===== config.mk =====
export PLATFORM = sky130hd
export DESIGN_NAME = ifetch_unit_flat
export DESIGN_NICKNAME = d
export VERILOG_FILES = /design/src/rtl/ifetch_unit_pkg.sv /design/src/rtl/ifetch_unit_if.sv /design/src/rtl/ifetch_unit_pc_next_sel.sv /design/src/rtl/ifetch_unit.sv /design/src/flat_wrapper.sv
export SDC_FILE = /design/constraint.sdc
export NUM_CORES = 1
export LEC_CHECK = 0
export ABC_AREA = 0
export BUFFER_PORTS_ARGS = -buffer_cell sky130_fd_sc_hd__buf_4
export CAP_MARGIN = 20
export CORE_MARGIN = 2
export CORE_UTILIZATION = 35
export DETAILED_ROUTE_END_ITERATION = 16
export GPL_TIMING_DRIVEN = 0
export PLACE_DENSITY = 0.66
export SYNTH_ARGS = -nofsm -noshare
export SYNTH_HDL_FRONTEND = slang
export SYNTH_HIERARCHICAL = 1
export SYNTH_SLANG_ARGS = --single-unit

===== constraint.sdc =====
create_clock -name clock -period 2.5 [get_ports clock]
set_input_delay 0.25 -clock clock [delete_from_list [all_inputs] [get_ports clock]]
set_output_delay 0.25 -clock clock [all_outputs]
set_load 0.005 [all_outputs]

===== src/rtl/ifetch_unit_pkg.sv =====
// Shared definitions for the instruction fetch unit: widths, jump-field range,
// FSM encoding and the J/JAL target helper.
package ifetch_unit_pkg;

   localparam int ISA_WIDTH               = 32;
   localparam int IMEM_ADDR_WIDTH_DEFAULT = 14;
   localparam int INDEX_MSB               = 25;
   localparam int INDEX_LSB               = 0;
   localparam int INDEX_W                 = INDEX_MSB - INDEX_LSB + 1;

   localparam logic [ISA_WIDTH-1:0] RESET_PC_DEFAULT = 32'h0000_0000;

   typedef enum logic [1:0] {
      S_PRIME = 2'd0,
      S_RUN   = 2'd1,
      S_FAULT = 2'd2
   } state_e;

   // J/JAL target: keep the 256 MB region of pc+4, splice in the word index.
   function automatic logic [ISA_WIDTH-1:0] jump_target(input logic [3:0]         region,
                                                         input logic [INDEX_W-1:0] index);
      return {region, index, 2'b00};
   endfunction

endpackage


===== src/rtl/ifetch_unit_if.sv =====
// Decoder/memory-facing bundle of the fetch unit. Optional counter outputs
// exist only when IFETCH_PERF_CNT_EN is defined.
interface ifetch_unit_if
   import ifetch_unit_pkg::*;
#(
   parameter int IMEM_ADDR_WIDTH = IMEM_ADDR_WIDTH_DEFAULT
);
   // Handshake contract: there is no valid/ready pair on the memory side; the
   // memory always returns imem_rdata for imem_addr one cycle later. Toward the
   // decoder, instr_valid qualifies instruction and all control inputs: while
   // instr_valid is 0 the fetch unit ignores stall/branch/jump/jal/jr.
   logic                       stall;
   logic                       branch;
   logic                       nbranch;
   logic                       zero;
   logic                       jmp;
   logic                       jal;
   logic                       jr;
   logic [ISA_WIDTH-1:0]       addr_result;
   logic [ISA_WIDTH-1:0]       read_data_1;
   logic [ISA_WIDTH-1:0]       imem_rdata;
   logic [IMEM_ADDR_WIDTH-1:0] imem_addr;
   logic [ISA_WIDTH-1:0]       instruction;
   logic                       instr_valid;
   logic [ISA_WIDTH-1:0]       pc;
   logic [ISA_WIDTH-1:0]       branch_base_addr;
   logic [ISA_WIDTH-1:0]       opcplus4;
   logic                       fetch_fault;
   state_e                     dbg_state;
`ifdef IFETCH_PERF_CNT_EN
   logic [31:0]                fetch_count;
   logic [31:0]                redirect_count;
`endif

   modport master (
      input  stall, branch, nbranch, zero, jmp, jal, jr,
      input  addr_result, read_data_1, imem_rdata,
      output imem_addr, instruction, instr_valid, pc, branch_base_addr,
      output opcplus4, fetch_fault, dbg_state
`ifdef IFETCH_PERF_CNT_EN
      , output fetch_count, redirect_count
`endif
   );

   modport slave (
      output stall, branch, nbranch, zero, jmp, jal, jr,
      output addr_result, read_data_1, imem_rdata,
      input  imem_addr, instruction, instr_valid, pc, branch_base_addr,
      input  opcplus4, fetch_fault, dbg_state
`ifdef IFETCH_PERF_CNT_EN
      , input fetch_count, redirect_count
`endif
   );

endinterface


===== src/rtl/ifetch_unit_pc_next_sel.sv =====
// Combinational next-PC selection: jr > j/jal > taken branch > pc+4, plus the
// misaligned non-sequential target detect.
module ifetch_unit_pc_next_sel
   import ifetch_unit_pkg::*;
(
   input  logic [ISA_WIDTH-1:0] pc_plus4,
   input  logic [INDEX_W-1:0]   instr_index,
   input  logic                 branch,
   input  logic                 nbranch,
   input  logic                 zero,
   input  logic                 jmp,
   input  logic                 jal,
   input  logic                 jr,
   input  logic [ISA_WIDTH-1:0] addr_result,
   input  logic [ISA_WIDTH-1:0] read_data_1,
   output logic [ISA_WIDTH-1:0] next_pc,
   output logic                 misaligned
);

   logic taken;
   logic non_seq;

   assign taken = (branch & zero) | (nbranch & ~zero);

   always_comb begin
      next_pc = pc_plus4;
      non_seq = 1'b1;
      if (jr) begin
         next_pc = read_data_1;
      end else if (jmp | jal) begin
         next_pc = jump_target(pc_plus4[ISA_WIDTH-1:ISA_WIDTH-4], instr_index);
      end else if (taken) begin
         next_pc = addr_result;
      end else begin
         non_seq = 1'b0;
      end
   end

   // The sequential path is always aligned, so only redirects can fault.
   assign misaligned = non_seq & (next_pc[1:0] != 2'b00);

endmodule


===== src/rtl/ifetch_unit.sv =====
// Instruction fetch unit: PC register, cold-start priming FSM, stall handling,
// JAL link register and sticky misaligned-target fault.
// Optional perf counters are built when IFETCH_PERF_CNT_EN is defined.
module ifetch_unit
   import ifetch_unit_pkg::*;
#(
   parameter int                   IMEM_ADDR_WIDTH = IMEM_ADDR_WIDTH_DEFAULT,
   parameter logic [ISA_WIDTH-1:0] RESET_PC        = RESET_PC_DEFAULT
)(
   input  logic          clock,
   input  logic          reset,
   ifetch_unit_if.master bus
);

   state_e               state_q, state_d;
   logic [ISA_WIDTH-1:0] pc_q, pc_d;
   logic [ISA_WIDTH-1:0] opcplus4_q, opcplus4_d;
   logic                 fetch_fault_q, fetch_fault_d;

   logic [ISA_WIDTH-1:0] pc_plus4;
   logic [ISA_WIDTH-1:0] next_pc;
   logic                 misaligned;
   logic                 advance;

   assign pc_plus4 = pc_q + ISA_WIDTH'(4);

   ifetch_unit_pc_next_sel u_pc_next_sel (
      .pc_plus4    (pc_plus4),
      .instr_index (bus.imem_rdata[INDEX_MSB:INDEX_LSB]),
      .branch      (bus.branch),
      .nbranch     (bus.nbranch),
      .zero        (bus.zero),
      .jmp         (bus.jmp),
      .jal         (bus.jal),
      .jr          (bus.jr),
      .addr_result (bus.addr_result),
      .read_data_1 (bus.read_data_1),
      .next_pc     (next_pc),
      .misaligned  (misaligned)
   );

   // A fetch retires on every un-stalled S_RUN edge, including a faulting one.
   assign advance = reset && (state_q == S_RUN) && !bus.stall;

   always_comb begin
      state_d       = state_q;
      pc_d          = pc_q;
      opcplus4_d    = opcplus4_q;
      fetch_fault_d = fetch_fault_q;
      bus.imem_addr   = pc_q[IMEM_ADDR_WIDTH+1:2];
      bus.instr_valid = 1'b0;
      unique case (state_q)
         S_PRIME: begin
            state_d = S_RUN;
         end
         S_RUN: begin
            bus.instr_valid = 1'b1;
            if (!bus.stall) begin
               // Address the target directly so a redirect costs no bubble.
               bus.imem_addr = next_pc[IMEM_ADDR_WIDTH+1:2];
               if (bus.jal) begin
                  opcplus4_d = pc_plus4;
               end
               if (misaligned) begin
                  state_d       = S_FAULT;
                  fetch_fault_d = 1'b1;
               end else begin
                  pc_d = next_pc;
               end
            end
         end
         S_FAULT: begin
            fetch_fault_d = 1'b1;
         end
         default: begin
            state_d = S_PRIME;
         end
      endcase
      if (!reset) begin
         bus.instr_valid = 1'b0;
         bus.imem_addr   = RESET_PC[IMEM_ADDR_WIDTH+1:2];
      end
   end

   always_ff @(posedge clock) begin
      if (!reset) begin
         state_q       <= S_PRIME;
         pc_q          <= RESET_PC;
         opcplus4_q    <= '0;
         fetch_fault_q <= 1'b0;
      end else begin
         state_q       <= state_d;
         pc_q          <= pc_d;
         opcplus4_q    <= opcplus4_d;
         fetch_fault_q <= fetch_fault_d;
      end
   end

   assign bus.instruction      = bus.imem_rdata;
   assign bus.pc               = pc_q;
   assign bus.branch_base_addr = pc_plus4;
   assign bus.opcplus4         = opcplus4_q;
   assign bus.fetch_fault      = fetch_fault_q;
   assign bus.dbg_state        = state_q;

`ifdef IFETCH_PERF_CNT_EN
   logic [31:0] fetch_count_q, fetch_count_d;
   logic [31:0] redirect_count_q, redirect_count_d;

   always_comb begin
      fetch_count_d    = fetch_count_q;
      redirect_count_d = redirect_count_q;
      if (advance) begin
         fetch_count_d = fetch_count_q + 32'd1;
         if (next_pc != pc_plus4) begin
            redirect_count_d = redirect_count_q + 32'd1;
         end
      end
   end

   always_ff @(posedge clock) begin
      if (!reset) begin
         fetch_count_q    <= '0;
         redirect_count_q <= '0;
      end else begin
         fetch_count_q    <= fetch_count_d;
         redirect_count_q <= redirect_count_d;
      end
   end

   assign bus.fetch_count    = fetch_count_q;
   assign bus.redirect_count = redirect_count_q;
`else
   logic unused_advance;
   assign unused_advance = advance;
`endif

endmodule


===== src/flat_wrapper.sv =====
// flat-port wrapper written by rule: the top's interface ports become plain ports
module ifetch_unit_flat import ifetch_unit_pkg::*;
#(
   parameter int                   IMEM_ADDR_WIDTH = IMEM_ADDR_WIDTH_DEFAULT,
   parameter logic [ISA_WIDTH-1:0] RESET_PC        = RESET_PC_DEFAULT
)
  (clock, reset, bus_stall, bus_branch, bus_nbranch, bus_zero, bus_jmp, bus_jal, bus_jr, bus_addr_result, bus_read_data_1, bus_imem_rdata, bus_imem_addr, bus_instruction, bus_instr_valid, bus_pc, bus_branch_base_addr, bus_opcplus4, bus_fetch_fault, bus_dbg_state);
  ifetch_unit_if #(.IMEM_ADDR_WIDTH(IMEM_ADDR_WIDTH)) bus_i ();
  input  logic clock;
  input  logic reset;
  input wire logic [$bits(bus_i.stall)-1:0] bus_stall;
  input wire logic [$bits(bus_i.branch)-1:0] bus_branch;
  input wire logic [$bits(bus_i.nbranch)-1:0] bus_nbranch;
  input wire logic [$bits(bus_i.zero)-1:0] bus_zero;
  input wire logic [$bits(bus_i.jmp)-1:0] bus_jmp;
  input wire logic [$bits(bus_i.jal)-1:0] bus_jal;
  input wire logic [$bits(bus_i.jr)-1:0] bus_jr;
  input wire logic [$bits(bus_i.addr_result)-1:0] bus_addr_result;
  input wire logic [$bits(bus_i.read_data_1)-1:0] bus_read_data_1;
  input wire logic [$bits(bus_i.imem_rdata)-1:0] bus_imem_rdata;
  output wire logic [$bits(bus_i.imem_addr)-1:0] bus_imem_addr;
  output wire logic [$bits(bus_i.instruction)-1:0] bus_instruction;
  output wire logic [$bits(bus_i.instr_valid)-1:0] bus_instr_valid;
  output wire logic [$bits(bus_i.pc)-1:0] bus_pc;
  output wire logic [$bits(bus_i.branch_base_addr)-1:0] bus_branch_base_addr;
  output wire logic [$bits(bus_i.opcplus4)-1:0] bus_opcplus4;
  output wire logic [$bits(bus_i.fetch_fault)-1:0] bus_fetch_fault;
  output wire logic [$bits(bus_i.dbg_state)-1:0] bus_dbg_state;
  assign bus_i.stall = bus_stall;
  assign bus_i.branch = bus_branch;
  assign bus_i.nbranch = bus_nbranch;
  assign bus_i.zero = bus_zero;
  assign bus_i.jmp = bus_jmp;
  assign bus_i.jal = bus_jal;
  assign bus_i.jr = bus_jr;
  assign bus_i.addr_result = bus_addr_result;
  assign bus_i.read_data_1 = bus_read_data_1;
  assign bus_i.imem_rdata = bus_imem_rdata;
  assign bus_imem_addr = bus_i.imem_addr;
  assign bus_instruction = bus_i.instruction;
  assign bus_instr_valid = bus_i.instr_valid;
  assign bus_pc = bus_i.pc;
  assign bus_branch_base_addr = bus_i.branch_base_addr;
  assign bus_opcplus4 = bus_i.opcplus4;
  assign bus_fetch_fault = bus_i.fetch_fault;
  assign bus_dbg_state = bus_i.dbg_state;
  ifetch_unit #(.IMEM_ADDR_WIDTH(IMEM_ADDR_WIDTH), .RESET_PC(RESET_PC)) u_core (.clock(clock), .reset(reset), .bus(bus_i));
endmodule

Word level (Yosys, flattened, before mapping)

Index checks and enable logic that the tools add are counted.
Widths: inputs -> output; s select.

Output and inout bits: 146
Register bits after elaboration: 67
Bits of input ports: 105

Multiplexer cells: 17
$add $sub $neg: 1
Eq/ne operators: 4
Reduce and logical (&&, ||, !) cells: 7
Bitwise logic cells: 9

Operators by type and width:

| kind                  | number |
|---|---|
| $mux 32               | 3 |
| $mux 14               | 3 |
| $add 32x3->32 const B | 1 |
| $reduce_and 3->1      | 4 |
| $mux 1                | 7 |
| $pmux 2 s3            | 1 |
| $mux 2                | 2 |
| $not 1->1             | 4 |
| $reduce_bool 2->1     | 2 |
| $and 1x1->1           | 3 |
| $eq 2x1->1 const B    | 1 |
| $eq 2x2->1 const B    | 1 |
| $logic_not 2->1       | 1 |
| $ne 2x1->1 const B    | 1 |
| $ne 2x2->1 const B    | 1 |
| $or 1x1->1            | 2 |
| $pmux 1 s2            | 1 |

Longest topological paths before layout

Word-level depth: 11
Depth in mapped cells: 9
Depth with buffers taken out: 9

Modules after synthesis

The synthesis kept the hierarchy.

By module, submodules not included:

| module                  | area an instance (sq um) | cells each | times used |
|---|---|---|---|
| ifetch_unit             | 3,465.8                  | 460        | 1 |
| ifetch_unit_pc_next_sel | 984.7                    | 152        | 1 |

Least setup slack after synthesis

Ideal clock, no wire load.

Kind: register to register
From: register u_core.pc_q[2] (netlist: u_core/bus.pc[2])
To: register u_core.pc_q[24] (netlist: u_core/bus.pc[24])
Clock period less this slack: 2.203 ns
Stages on the path, launching flop included: 10
Library setup time: 0.070 ns
Buffers on the path: 0
Arrival time: 2.132 ns
Setup slack: 0.297 ns
Required time: 2.430 ns
Cell sequence: dfxtp_1 > ha_1 > nand4_1 > or4_4 > or3_1 > nand2_1 > mux2i_1 > o221ai_1 > nand2_1 > a21oi_1

Cells in the longest elaborated chain, start to end: 4

Ends and longest elaborated chain:

| element                      | line                          | text |
|---|---|---|
| start: declaration           | ifetch_unit.sv:16             | `logic [ISA_WIDTH-1:0] pc_q, pc_d;` |
| start signal: assignment     | ifetch_unit.sv:93             | `pc_q <= pc_d;` |
| $add 32x3->32                | ifetch_unit.sv:25             | `assign pc_plus4 = pc_q + ISA_WIDTH'(4);` |
| net bus_branch_base_addr[24] | flat_wrapper.sv:25            | `output wire logic [$bits(bus_i.branch_base_addr)-1:0] bus_branch_base_addr;` |
| $mux 32                      | ifetch_unit_pc_next_sel.sv:32 | `end else if (taken) begin` |
| $mux 32                      | ifetch_unit_pc_next_sel.sv:30 | `end else if (jmp \| jal) begin` |
| $mux 32                      | ifetch_unit_pc_next_sel.sv:28 | `if (jr) begin` |
| net u_core.next_pc[24]       | ifetch_unit.sv:21             | `logic [ISA_WIDTH-1:0] next_pc;` |

The timed path passes the listed nets, and every way through them passes these cells.
A chain may end at the register's enable or synchronous reset.

Worst setup path after layout

From: register u_core.pc_q[2] (netlist: u_core/bus.pc[2])
To: output bus_branch_base_addr[24]

Cells in the longest elaborated chain, start to end: 1

Ends and longest elaborated chain:

| element          | line |
|---|---|
| $add 32x3->32    | ifetch_unit.sv:25 |
| end: declaration | flat_wrapper.sv:25 |

No other way between the ends.

==> summary.md <==
| Metric | Value |
|---|---|
| R2r setup slk | -60 ps |
| DR WL/cell | 18.6 µm |
| Max-cap viol count | 0 |
| Final Wtd Congestion | 0.888 |
| Final instance area | 7290 µm² |
| Max FO, Critical Path | 7 |
| Antenna Nets Post-Route | 0 |
| Mux contribution to synthesized area | 7.11% |
| Syn Inst Count | 612 |
| # setup viols final | 6 |
| Crit path required time | 2250 ps |
| Pwr dens | 438 nW/µm² |
| Mean Syn Cell Area | 7.27 µm² |
| Post-Synth Adder-Cell Area | 0.281% |
| Post-Synth XOR/XNOR Area | 2.56% |
| Sequential share of the synthesized area | 30.1% |
| Vias in the first global route | 5241 |
| Layout cells sized above 1 | 45.7% |
| Pwr Total | 3.20 mW |
| Inst Count DP | 1027 |
| Clock Tree Buf Depth | 2 |
| Largest family of logic cells by synthesized area | simple AND/OR/NAND/NOR gates |
| Sw power | 0.885 mW |
| Clock sinks | 67 |
| CTS clock-pin slew for the worst setup and hold paths | 50 ps |
| Top area cells in the synthesized netlist | dfxtp_1 (30%), nand2_1 (15%), mux2i_1 (6.5%) |
| Pleak | 3.41 nW |
| Comb power frac | 25.0% |
| Die area | 13600 µm² |
| First-pass GRT wire length | 28800 µm |
| Fill count | 1223 |
| Crit path to | bus_branch_base_addr[24] |
| Clock network power share | 38.6% |
| CORE AREA | 12500 µm² |
| Reg-to-reg endpoint | u_core/bus.pc[24] |
| Number of vias per cell | 5.31 |
| Total global-route track usage | 27.7% |
| Post-Place Cell Area | 6490 µm² |
| Crit path capture type | output pin |
| CP Data Arrival Time | 2330 ps |
| Largest net degree at the start of global routing | 11 |
| RSZ-0062 raised after global routing | true |
| Final Critical Period | 2580 ps |
| Top-area cell type share of the netlist area | 30.1% |
| Compound-Gate Fraction of Synth Area | 21.8% |
| Final net count | 991 |
| Post-detailed-routing wire length | 19700 µm |
| CTS hold repair buffers | 0 |
| DRC | 0 |
| Most common cell in the netlist | nand2_1 |
| Hold Vio Cnt, Final | 0 |
| Die H | 117 µm |
| Post-Layout Cell Count | 1060 |
| Flop pwr share | 36.4% |
| TritonCTS clock tree | yes |
| CTS buffer count | 9 |
| Worst-Margin Slew | 753 ps |
| First-pass iteration count of the detailed router | 5 |
| Startpoint Class | register |
| Switch share | 27.7% |
| Worst relative slew slack | 49.8% |
| CP Launch Point | u_core/bus.pc[2] |
| Hold Path Origin | bus_stall |
| Post-DP HPWL | 14800 µm |
| # rows | 41 |
| N_diodes | 0 |
| Yosys cell types | 50 |
| Outcome | finished with violations |
| Fmax | 0.387 GHz |
| Prevailing post-synth register cell | dfxtp_1 |
| Setup CP Type | register to output pin |
| Internal Pwr Total | 2.31 mW |
| Worst Skew | 7.98 ps |
| RR Startpoint | u_core/bus.pc[2] |
| Failing checks | negative setup slack |
| Reg2reg path depth | 11 |
| Initial antenna violation count | 0 |
| Total gr overflow | 0 |
| Asr flop ratio synth | 0% |
| Number of DRC markers in iteration 0 | 344 |
| Via Count | 5632 |
| Synth Area in Simple Gates | 26.6% |
| Worst hold path type | primary input to register |
| Commonest cells post-synth | nand2_1 (176), dfxtp_1 (67), a21oi_1 (53) |
| Die Wd | 117 µm |
| Syn Nets | 718 |
| Final Max Slew Viols | 0 |
| Final Cycle Share | 103% |
| Worst vdd ir | 0.252 mV |
| Root buf cell | clkbuf_16 |
| Biggest area consumer among synthesized cells | dfxtp_1 |
| Yosys reg bits | 67 |
| Initial Utilization | 35.6% |
| Skew-Pair Late Insertion Delay | 330 ps |
| Htree depth | 3 |
| Io pins | 251 |
| Area Overhead vs Synth | 63.9% |
| Synthesized area | 4450 µm² |
| Pre-CTS setup slack | -516 ps |
| Syn. warnings | 6 |
| Final worst slack | -82.7 ps |
| I/O Buffers | 243 |
| Post-synth EDFFs | 0 |
placed cells by master (no fill, tap or decap), types with 3 or more instances in the layout:
master and n:
a21oi_1 47, a21oi_2 6, a31oi_1 19, and2_1 4
buf_2 7, buf_4 293, buf_6 9, clkbuf_1 27
clkbuf_16 9, clkbuf_2 3, dfxtp_1 52, dfxtp_2 7
dfxtp_4 8, inv_1 6, mux2i_1 29, nand2_1 170
nand2_2 4, nand2b_1 5, nand3_1 9, nand4_1 8
nor2_1 10, nor2b_1 4, nor3_1 5, o211a_1 4
o21ai_0 31, o21ai_1 4, o21ba_2 6, o221ai_1 19
o221ai_2 7, o31ai_1 6, or3_4 4, or4_1 3
or4_4 4, xnor2_2 3, xor2_1 5
kinds of logic (layout without fill, tap and decap cells):
kind of cell | after synthesis | count (layout)
buffers and inverters | 87 | 363
AOI/OAI and AO/OA | 154 | 154
and+or+nand+nor | 259 | 259
DFF | 67 | 67
xor gates and xnor gates | 13 | 13
muxes | 31 | 31
adders and majority gates | 1 | 1
registers in the layout, indices dropped and copies added, names as in the netlist:
name	cells
u_core/bus.fetch_fault	1
u_core/bus.dbg_state	2
u_core/bus.opcplus4	32
u_core/bus.pc	32
critical path: stages (launching register included):
cell and delay (ps):
dfxtp_4 370, ha_4 140, nand4_1 190, buf_4 220
or4_4 480, or3_4 410, nand2_4 90, buf_6 90
stage by stage:
step	setup TNS, ps	util, %	hold slack, ps
CTS	-161	56.2	235
floorplan	0	-	431
detailed placement	-14600	51.8	457
finish	-299	58.3	237
global route	-1500	58.3	286
global placement	-13500	51.8	446
routing by layer:
metal  vias to the layer above  global-route usage [%]  part of all wire [%]
li1                       2673                       -                     -
met3                        26                    5.40                   7.8
met1                      2665                    35.6                    42
met4                         0                    8.00                   1.6
met2                       268                    47.3                    49
met5                         -                       0                     0
power by group through the flow:
| stage | logic (mW) | registers, mW | clock network (mW) |
|---|---|---|---|
| detailed placement | 0.747 | 1.19 | 0 |
| global placement | 0.740 | 1.19 | 0 |
| global route | 0.860 | 1.17 | 1.30 |
| finish | 0.798 | 1.16 | 1.23 |
| CTS | 0.767 | 1.16 | 1.25 |
| floorplan | 0.346 | 1.18 | 0 |
cell type report:
class                      count  area, µm²  area share, %
multi-input combinational    458       2890           39.7
timing repair buffer         262       1990           27.3
sequential                    67       1380           18.9
buffer                        80        507           6.95
clock buffer                  11        243           3.33
tap                          172        215           2.95
clock inverter                 3       40.0          0.549
inverter                       7       26.3          0.360
repair_timing:
action                     CTS  global route
pin swaps                    9            15
buffers inserted            13             6
setup endpoints to repair   53            47
resized for setup           49            55
worst min path at each step:
stage,end,slack (ps),depth (start not counted)
6_report,u_core/bus.dbg_state[0],240,3
4_1_cts,u_core/bus.dbg_state[0],230,3
2_1_floorplan,u_core/bus.dbg_state[0],430,2
3_5_place_dp,u_core/bus.opcplus4[0],460,2
5_1_grt,u_core/bus.dbg_state[0],290,3
3_3_place_gp,u_core/bus.opcplus4[3],450,2
No activity file was read; power rests on OpenSTA's default activity.
